===== src/rtl/glove_pkg.sv =====
// Shared definitions for the glove sensor front end: sample width and the
// window-builder state encoding.
package glove_pkg;

  localparam int DATA_W = 16;

  typedef enum logic [1:0] {
    S_FILL  = 2'd0,
    S_READY = 2'd1,
    S_ISSUE = 2'd2,
    S_WAIT  = 2'd3
  } state_t;

endpackage


===== src/rtl/sample_shift_row.sv =====
// One channel row of the sample window: a DEPTH-deep signed shift register.
// Element 0 is the oldest sample, element DEPTH-1 the newest.
module sample_shift_row
  import glove_pkg::*;
#(
  parameter int DEPTH = 5
) (
  input  logic                            i_clk,
  input  logic                            i_rst_n,
  input  logic                            i_shift_en,
  input  logic signed [DATA_W-1:0]        i_sample,
  output logic signed [DEPTH*DATA_W-1:0]  o_row
);

  logic signed [DATA_W-1:0] mem [DEPTH];

  // Shift toward element 0 and insert the new sample at the newest slot.
  always_ff @(posedge i_clk or negedge i_rst_n) begin
    if (!i_rst_n) begin
      for (int t = 0; t < DEPTH; t++) mem[t] <= '0;
    end else if (i_shift_en) begin
      for (int t = 0; t < DEPTH - 1; t++) mem[t] <= mem[t + 1];
      mem[DEPTH-1] <= i_sample;
    end
  end

  // Flatten the row so element t sits at bits [t*DATA_W +: DATA_W].
  always_comb begin
    o_row = '0;
    for (int t = 0; t < DEPTH; t++) o_row[t*DATA_W +: DATA_W] = mem[t];
  end

endmodule


===== src/rtl/sample_window.sv =====
// Sliding sample window feeding the convolution stage.
// Collects CH-channel sample vectors into a CH x DEPTH window, fires o_start
// once the window is first full and then every HOP accepted samples, and holds
// the window frozen until the convolution stage reports i_conv_finished.
// Optional build macro SAMPLE_WINDOW_TIMEOUT_EN adds o_timeout and a 15-cycle
// wait watchdog that stands in for a missing i_conv_finished.
//
// Handshake: a sample transfers on a rising edge where i_valid && o_ready.
// o_ready depends only on the current state (never on i_valid). A sample
// offered together with i_flush is dropped; a sample offered while o_ready is
// low is ignored and need not be held by the producer.
module sample_window
  import glove_pkg::*;
#(
  parameter int CH    = 8,
  parameter int DEPTH = 5,
  parameter int HOP   = 1
) (
  input  logic                               i_clk,
  input  logic                               i_rst_n,
  input  logic                               i_valid,
  input  logic signed [CH*DATA_W-1:0]        i_sample,
  output logic                               o_ready,
  input  logic                               i_flush,
  output logic signed [CH*DEPTH*DATA_W-1:0]  o_data,
  output logic                               o_start,
  input  logic                               i_conv_finished,
  output logic [15:0]                        o_frames,
`ifdef SAMPLE_WINDOW_TIMEOUT_EN
  output logic                               o_timeout,
`endif
  output state_t                             o_state
);

  localparam int CNT_W = $clog2(DEPTH + 1);
  localparam logic [CNT_W-1:0] FILL_LAST = CNT_W'(DEPTH - 1);
  localparam logic [CNT_W-1:0] HOP_LAST  = CNT_W'(HOP - 1);
  localparam logic [CNT_W-1:0] CNT_ONE   = CNT_W'(1);

  state_t           state_q, state_d;
  logic [CNT_W-1:0] fill_q, fill_d;
  logic [CNT_W-1:0] hop_q, hop_d;
  logic             pend_q, pend_d;
  logic             accept;
  logic             done;
`ifdef SAMPLE_WINDOW_TIMEOUT_EN
  logic [3:0]       wait_q, wait_d;
  logic             timeout_q, timeout_d;
`endif

  // State, counters and the deferred-flush flag.
  always_ff @(posedge i_clk or negedge i_rst_n) begin
    if (!i_rst_n) begin
      state_q <= S_FILL;
      fill_q  <= '0;
      hop_q   <= '0;
      pend_q  <= 1'b0;
`ifdef SAMPLE_WINDOW_TIMEOUT_EN
      wait_q    <= '0;
      timeout_q <= 1'b0;
`endif
    end else begin
      state_q <= state_d;
      fill_q  <= fill_d;
      hop_q   <= hop_d;
      pend_q  <= pend_d;
`ifdef SAMPLE_WINDOW_TIMEOUT_EN
      wait_q    <= wait_d;
      timeout_q <= timeout_d;
`endif
    end
  end

  // Next-state logic: fill, hop counting, issue, and wait for the consumer.
  always_comb begin
    state_d = state_q;
    fill_d  = fill_q;
    hop_d   = hop_q;
    pend_d  = pend_q;
    accept  = 1'b0;
    done    = 1'b0;
`ifdef SAMPLE_WINDOW_TIMEOUT_EN
    wait_d    = '0;
    timeout_d = timeout_q;
`endif
    case (state_q)
      S_FILL: begin
        if (i_flush) begin
          fill_d = '0;
          hop_d  = '0;
        end else if (i_valid) begin
          accept = 1'b1;
          if (fill_q == FILL_LAST) begin
            fill_d  = '0;
            state_d = S_ISSUE;
          end else begin
            fill_d = fill_q + CNT_ONE;
          end
        end
      end
      S_READY: begin
        if (i_flush) begin
          fill_d  = '0;
          hop_d   = '0;
          state_d = S_FILL;
        end else if (i_valid) begin
          accept = 1'b1;
          if (hop_q == HOP_LAST) begin
            hop_d   = '0;
            state_d = S_ISSUE;
          end else begin
            hop_d = hop_q + CNT_ONE;
          end
        end
      end
      S_ISSUE: begin
        state_d = S_WAIT;
        if (i_flush) pend_d = 1'b1;
      end
      S_WAIT: begin
        done = i_conv_finished;
`ifdef SAMPLE_WINDOW_TIMEOUT_EN
        // The 15th wait cycle without a done pulse counts as done.
        if (!done) begin
          if (wait_q == 4'd14) begin
            done      = 1'b1;
            timeout_d = 1'b1;
          end else begin
            wait_d = wait_q + 4'd1;
          end
        end
`endif
        if (done) begin
          state_d = (pend_q || i_flush) ? S_FILL : S_READY;
          pend_d  = 1'b0;
          fill_d  = '0;
          hop_d   = '0;
        end else if (i_flush) begin
          pend_d = 1'b1;
        end
      end
      default: state_d = S_FILL;
    endcase
  end

  // Count issued windows; wraps naturally at 16 bits.
  always_ff @(posedge i_clk or negedge i_rst_n) begin
    if (!i_rst_n) o_frames <= '0;
    else if (state_q == S_ISSUE) o_frames <= o_frames + 16'd1;
  end

  assign o_ready = (state_q == S_FILL) || (state_q == S_READY);
  assign o_start = (state_q == S_ISSUE);
  assign o_state = state_q;
`ifdef SAMPLE_WINDOW_TIMEOUT_EN
  assign o_timeout = timeout_q;
`endif

  for (genvar ch = 0; ch < CH; ch++) begin : g_row
    sample_shift_row #(.DEPTH(DEPTH)) u_row (
      .i_clk      (i_clk),
      .i_rst_n    (i_rst_n),
      .i_shift_en (accept),
      .i_sample   (i_sample[ch*DATA_W +: DATA_W]),
      .o_row      (o_data[ch*DEPTH*DATA_W +: DEPTH*DATA_W])
    );
  end

endmodule


===== config.mk =====
export PLATFORM = sky130hd
export DESIGN_NAME = sample_window
export DESIGN_NICKNAME = d
export VERILOG_FILES = /design/src/rtl/glove_pkg.sv /design/src/rtl/sample_shift_row.sv /design/src/rtl/sample_window.sv
export SDC_FILE = /design/constraint.sdc
export NUM_CORES = 1
export LEC_CHECK = 0
export CAP_MARGIN = 40
export CORE_AREA = 2 2 306 308
export CTS_CLUSTER_SIZE = 30
export DETAILED_ROUTE_END_ITERATION = 8
export DIE_AREA = 0 0 308 310
export PLACE_DENSITY_LB_ADDON = 0.2
export SETUP_SLACK_MARGIN = 0.3
export SKIP_CTS_REPAIR_TIMING = 1
export SLEW_MARGIN = 15
export SYNTH_ARGS = -nofsm -noshare
export SYNTH_HDL_FRONTEND = slang
export SYNTH_HIERARCHICAL = 1
export SYNTH_SLANG_ARGS = --single-unit

===== constraint.sdc =====
create_clock -name i_clk -period 2.8 [get_ports i_clk]
set_input_delay 0.56 -clock i_clk [delete_from_list [all_inputs] [get_ports i_clk]]
set_output_delay 0.56 -clock i_clk [all_outputs]
set_load 0.02 [all_outputs]

# Word-level counts from Yosys, hierarchy flattened
# Cells that the tools add are included.
# Widths: inputs -> output; s select.
# classes
n_addsub	3
eq_ne	13
mux	25
reduce_logical	10
# op_table
operator	count
$mux 3	8
$pmux 3 s3	2
$add 16x1->16 const B	1
$mux 2	7
$ne 2x2->1 const B	6
$ne 3x3->1 const B	3
$pmux 2 s4	1
$reduce_and 4->1	2
$add 3x1->3 const B	2
$mux 1	6
$reduce_and 6->1	1
$eq 2x2->1 const B	2
$eq 3x3->1 const B	1
$logic_not 3->1	1
$reduce_bool 3->1	1
$eq 2x1->1 const B	1
$logic_not 2->1	1
$logic_or 1x1->1	2
$pmux 1 s2	1
$reduce_bool 2->1	1
$reduce_or 2->1	1
# word_totals
reg_bits	665

# Depth between registers and ports, before layout
# depth
word_depth	5
mapped_depth	6
depth_no_buf	6

# By module
# The synthesis kept the hierarchy.
# by_module_without_submodules
module	instances	cells_each	area_each_um2	seq_area_each_um2
sample_shift_row	8	169	3374.5	2001.9
sample_window	1	114	1237.4	625.6

# Worst setup path before layout
# OpenSTA, ideal clock, no wires.
# synth_path
kind	flip-flop to flip-flop
start	reg state_q[1] (netlist: o_state[1])
end	reg g_row[0].u_row.mem (netlist bit g_row[0].u_row/o_row[0])
setup_ns	0.125
arrival_ns	1.853
required_ns	2.675
path_slack_ns	0.822
path_stages_with_launch	7
path_buffers	3
period_less_slack_ns	1.978
cell_sequence	dfrtp_1 -> buf_4 -> nor2_1 -> and2_1 -> buf_6 -> buf_12 -> mux2_4
# synth_via
elab_chain_cells	3
elab_cells_between_ends	4
cone_classes	eq/ne: 1; mux: 1; reduce/logical: 2
# synth_rtl
element	line	text
start: declaration	sample_window.sv:40	state_t state_q, state_d;
start signal: assignment	sample_window.sv:63	state_q <= state_d;
$eq 2x1->1 or $logic_not 2->1 (tied branches)	sample_window.sv:86	case (state_q)
$reduce_or 2->1 (no source line) *	n/a	
$mux 1 *	n/a	
via accept	sample_window.sv:44	logic accept;
end signal: indexed assignment	sample_shift_row.sv:23	mem[DEPTH-1] <= i_sample;
end: declaration	sample_shift_row.sv:15	logic signed [DATA_W-1:0] mem [DEPTH];
# The timed path passes the listed nets; every way through them passes the cells marked *.
# A chain may end at the register's enable or synchronous reset.

# Worst setup path in the final report
# layout_path
start	reg o_frames[2]
end	out o_frames[2]
# layout_rtl
element	line	text
start: declaration	sample_window.sv:28	output logic [15:0] o_frames,
start signal: assignment	sample_window.sv:149	else if (state_q == S_ISSUE) o_frames <= o_frames + 16'd1;
# No word-level cell between the ends.

==> results.ini <==
[drt]
met3WireLength_mm=6.345
met1_length_mm=29.20
drt-initial-drc-count=701
top_layer=met5
dr.pass1.iters=4
vias=15468
remaining_drc_errors=0
ant_nets=0
wl_mm=76.81
wire_per_inst_um=21.57
via_per_inst=4.344
wl_met2_mm=38.55

[worst_setup_path]
crit_fanout=6
crit_type=flip-flop to primary output
critPathTopFamily=buffers and inverters
cp_num_buf_inv=1
cp.required_ns=2.24
cp-end-kind=primary output
critical-path-max-stage-delay_ns=0.73
critPathSlowestCell=clkdlybuf4s50_1
worst_setup_path_start_kind=flip-flop
crit_chain=clkdlybuf4s50_1
worstPathArrival_ns=1.82

[synth]
ys_top_cells_by_area=dfrtp_1 59%, mux2_4 34%, buf_12 4.5%, buf_6 0.36%, xnor2_1 0.34%
netlist_area_um2=28230
syn_area_per_cell_um2=19.26
syn_nets=1604
synth_top_area_cell=dfrtp_1
ys_seq_elements=665
ys_types=37
synth_edf_count=0
yosysWarnings=6
yosysTopAreaCellShare_pct=58.94
synthArstFlopShare_pct=100.0
yosysSeqAreaShare_pct=58.94
synth_most_common_cell=dfrtp_1
syn_inst=1466
ys_top_cells_by_count=665 x dfrtp_1, 640 x mux2_4, 64 x buf_12
ys.flop_type=dfrtp_1

[clock_tree]
cts_buffers=78
ctsHtreeMaxLevel=3
clkSinkCount=665
cts_root_buf=clkbuf_16
clkLatencyLatePin_ns=0.63
cts_tree=done
clk_transition_reported_paths_ns=0.06
cts_buffer_depth=3

[power_and_ir_drop]
p_leak_nw=17.47
pwr_density_cell_nw_per_um2=1386
pwr-share-clk_pct=18.1
p_seq_share_pct=33.8
p_switching_w=0.01968
swShare_pct=35.96
irDropWorstVdd_mv=0.7050
comb_power_share_pct=48.1
p_int_w=0.03504

[sta]
tns_ns=0
final_max_slew_viol_count=0
finClkSkew_ns=0.03592
fin_ws_ns=0.4211
tightest_slew_ns=0.7022
fin_crit_ns=2.379
timing.fmax_mhz=420.4
finalCritPeriodShare_pct=84.96
rsz0062_at_grt=false
setup_viol=0
hold_viol=0
slew_headroom_pct=53.19
whs_ns=0.4853

[global_route]
grt_pass1_wl_mm=112.3
grt_util_all_layers_pct=15.46
grt_pass1_vias=16817
overflow=0
grt_max_degree=63
antenna_found_initial=3

[die]
io_pins=793
die-area_um2=95480
dieWidth_um=308
fp.dieH_um=310
start_util_pct=30.53
core_area_um2=92490
num_rows=112

[layout]
fin_util_pct=42.69
fin_cells=3561
drive_gt1_share_pct=34.62
nets=2453
syn2layout_area_growth_pct=39.84

[flow_run]
maxCapViolations=0

[place]
dpl.hpwl_mm=56.32
placedCellCount=3431
place.gp.congestion=0.7768
pre_cts_ws_ns=0.3230
port_buffers=792

[outcome]
outcome=complete, no violations

[hold_path]
hp-class=flip-flop to flip-flop

-- stage by stage --
stage / cell area, µm² / total power [W]
after floorplan: 28230 / 0.03240
after CTS: 39460 / 0.05553
after detailed placement: 36950 / 0.04521
final: 39480 / 0.05472
after global routing: 39480 / 0.05734
after global placement: 36950 / 0.04496
-- cells in the final DEF (no fill, tap or decap), drive strengths merged, types with 2 or more instances in the layout --
cell and n:
nand3 6, clkinv 15, nor2 9, nand2 6, and4 2, nand4 7, o21ai 6, clkdlybuf4s50 786
inv 11, clkinvlp 2, o211ai 2, mux2 641, bufinv 3, a31oi 2, xnor2 11, xor2 4
ha 5, a21oi 5, buf 52, clkbuf 104, dfrtp 665, dlymetal6s2s 5
-- path summary, 6_finish.rpt --
kind | endpoint | cells past startpoint | slack, ns | from
worst min register to register | o_frames[15] | 1 | 0.49 | o_frames[15]
worst max-delay path | o_frames[2] | 1 | 0.42 | o_frames[2]
worst max register to register | g_row[6].u_row/o_row[10] | 6 | 0.68 | o_state[1]
max in group asynchronous | g_row[7].u_row/o_row[25] | 3 | 1.36 | i_rst_n
min in group asynchronous | g_row[6].u_row/o_row[55] | 2 | 0.58 | i_rst_n
worst min-delay path | o_frames[15] | 1 | 0.49 | o_frames[15]
-- area by class of cell --
| class | instances | area (µm²) |
|---|---|---|
| multi-input combinational | 719 | 10170 |
| tap | 1197 | 1498 |
| clock inverter | 24 | 324.1 |
| sequential | 665 | 16640 |
| timing repair buffer | 844 | 8638 |
| fill | 8267 | 53010 |
| clock buffer | 104 | 2180 |
| antenna | 1 | 2.502 |
| inverter | 7 | 26.28 |
-- per-layer routing --
| metal | vias up | GRT usage [%] |
|---|---|---|
| li1 | 6853 | - |
| met1 | 7965 | 17.72 |
| met2 | 519 | 26.32 |
| met3 | 127 | 5.599 |
| met4 | 4 | 5.967 |
| met5 | - | 0 |
-- registers in the layout, indices dropped and copies added (netlist names) --
signal             flops
o_frames              16
g_row.u_row/o_row    640
pend_q                 1
hop_q                  3
fill_q                 3
o_state                2
-- power by group through the flow --
| stage | Sequential [W] | Clock [W] | Combinational (W) |
|---|---|---|---|
| global route | 0.0192 | 0.0107 | 0.0274 |
| floorplan | 0.0232 | 0 | 0.00918 |
| detailed placement | 0.0187 | 0 | 0.0266 |
| finish | 0.0185 | 0.00993 | 0.0263 |
| global placement | 0.0185 | 0 | 0.0264 |
| CTS | 0.0186 | 0.0103 | 0.0266 |
-- cell families (layout without fill, tap and decap cells) --
group / Yosys count / in the layout / share of synthesized area (%)
AOI/OAI and AO/OA: 18 / 18 / 0.3944
buffers and inverters: 82 / 979 / 5.043
DFF: 665 / 665 / 58.94
other: 0 / 1 / 0
xor gates and xnor gates: 15 / 15 / 0.4653
adders and majority gates: 5 / 5 / 0.2216
and+or+nand+nor: 39 / 39 / 0.8243
muxes: 642 / 642 / 34.11
(Power assumes the default switching activity.)
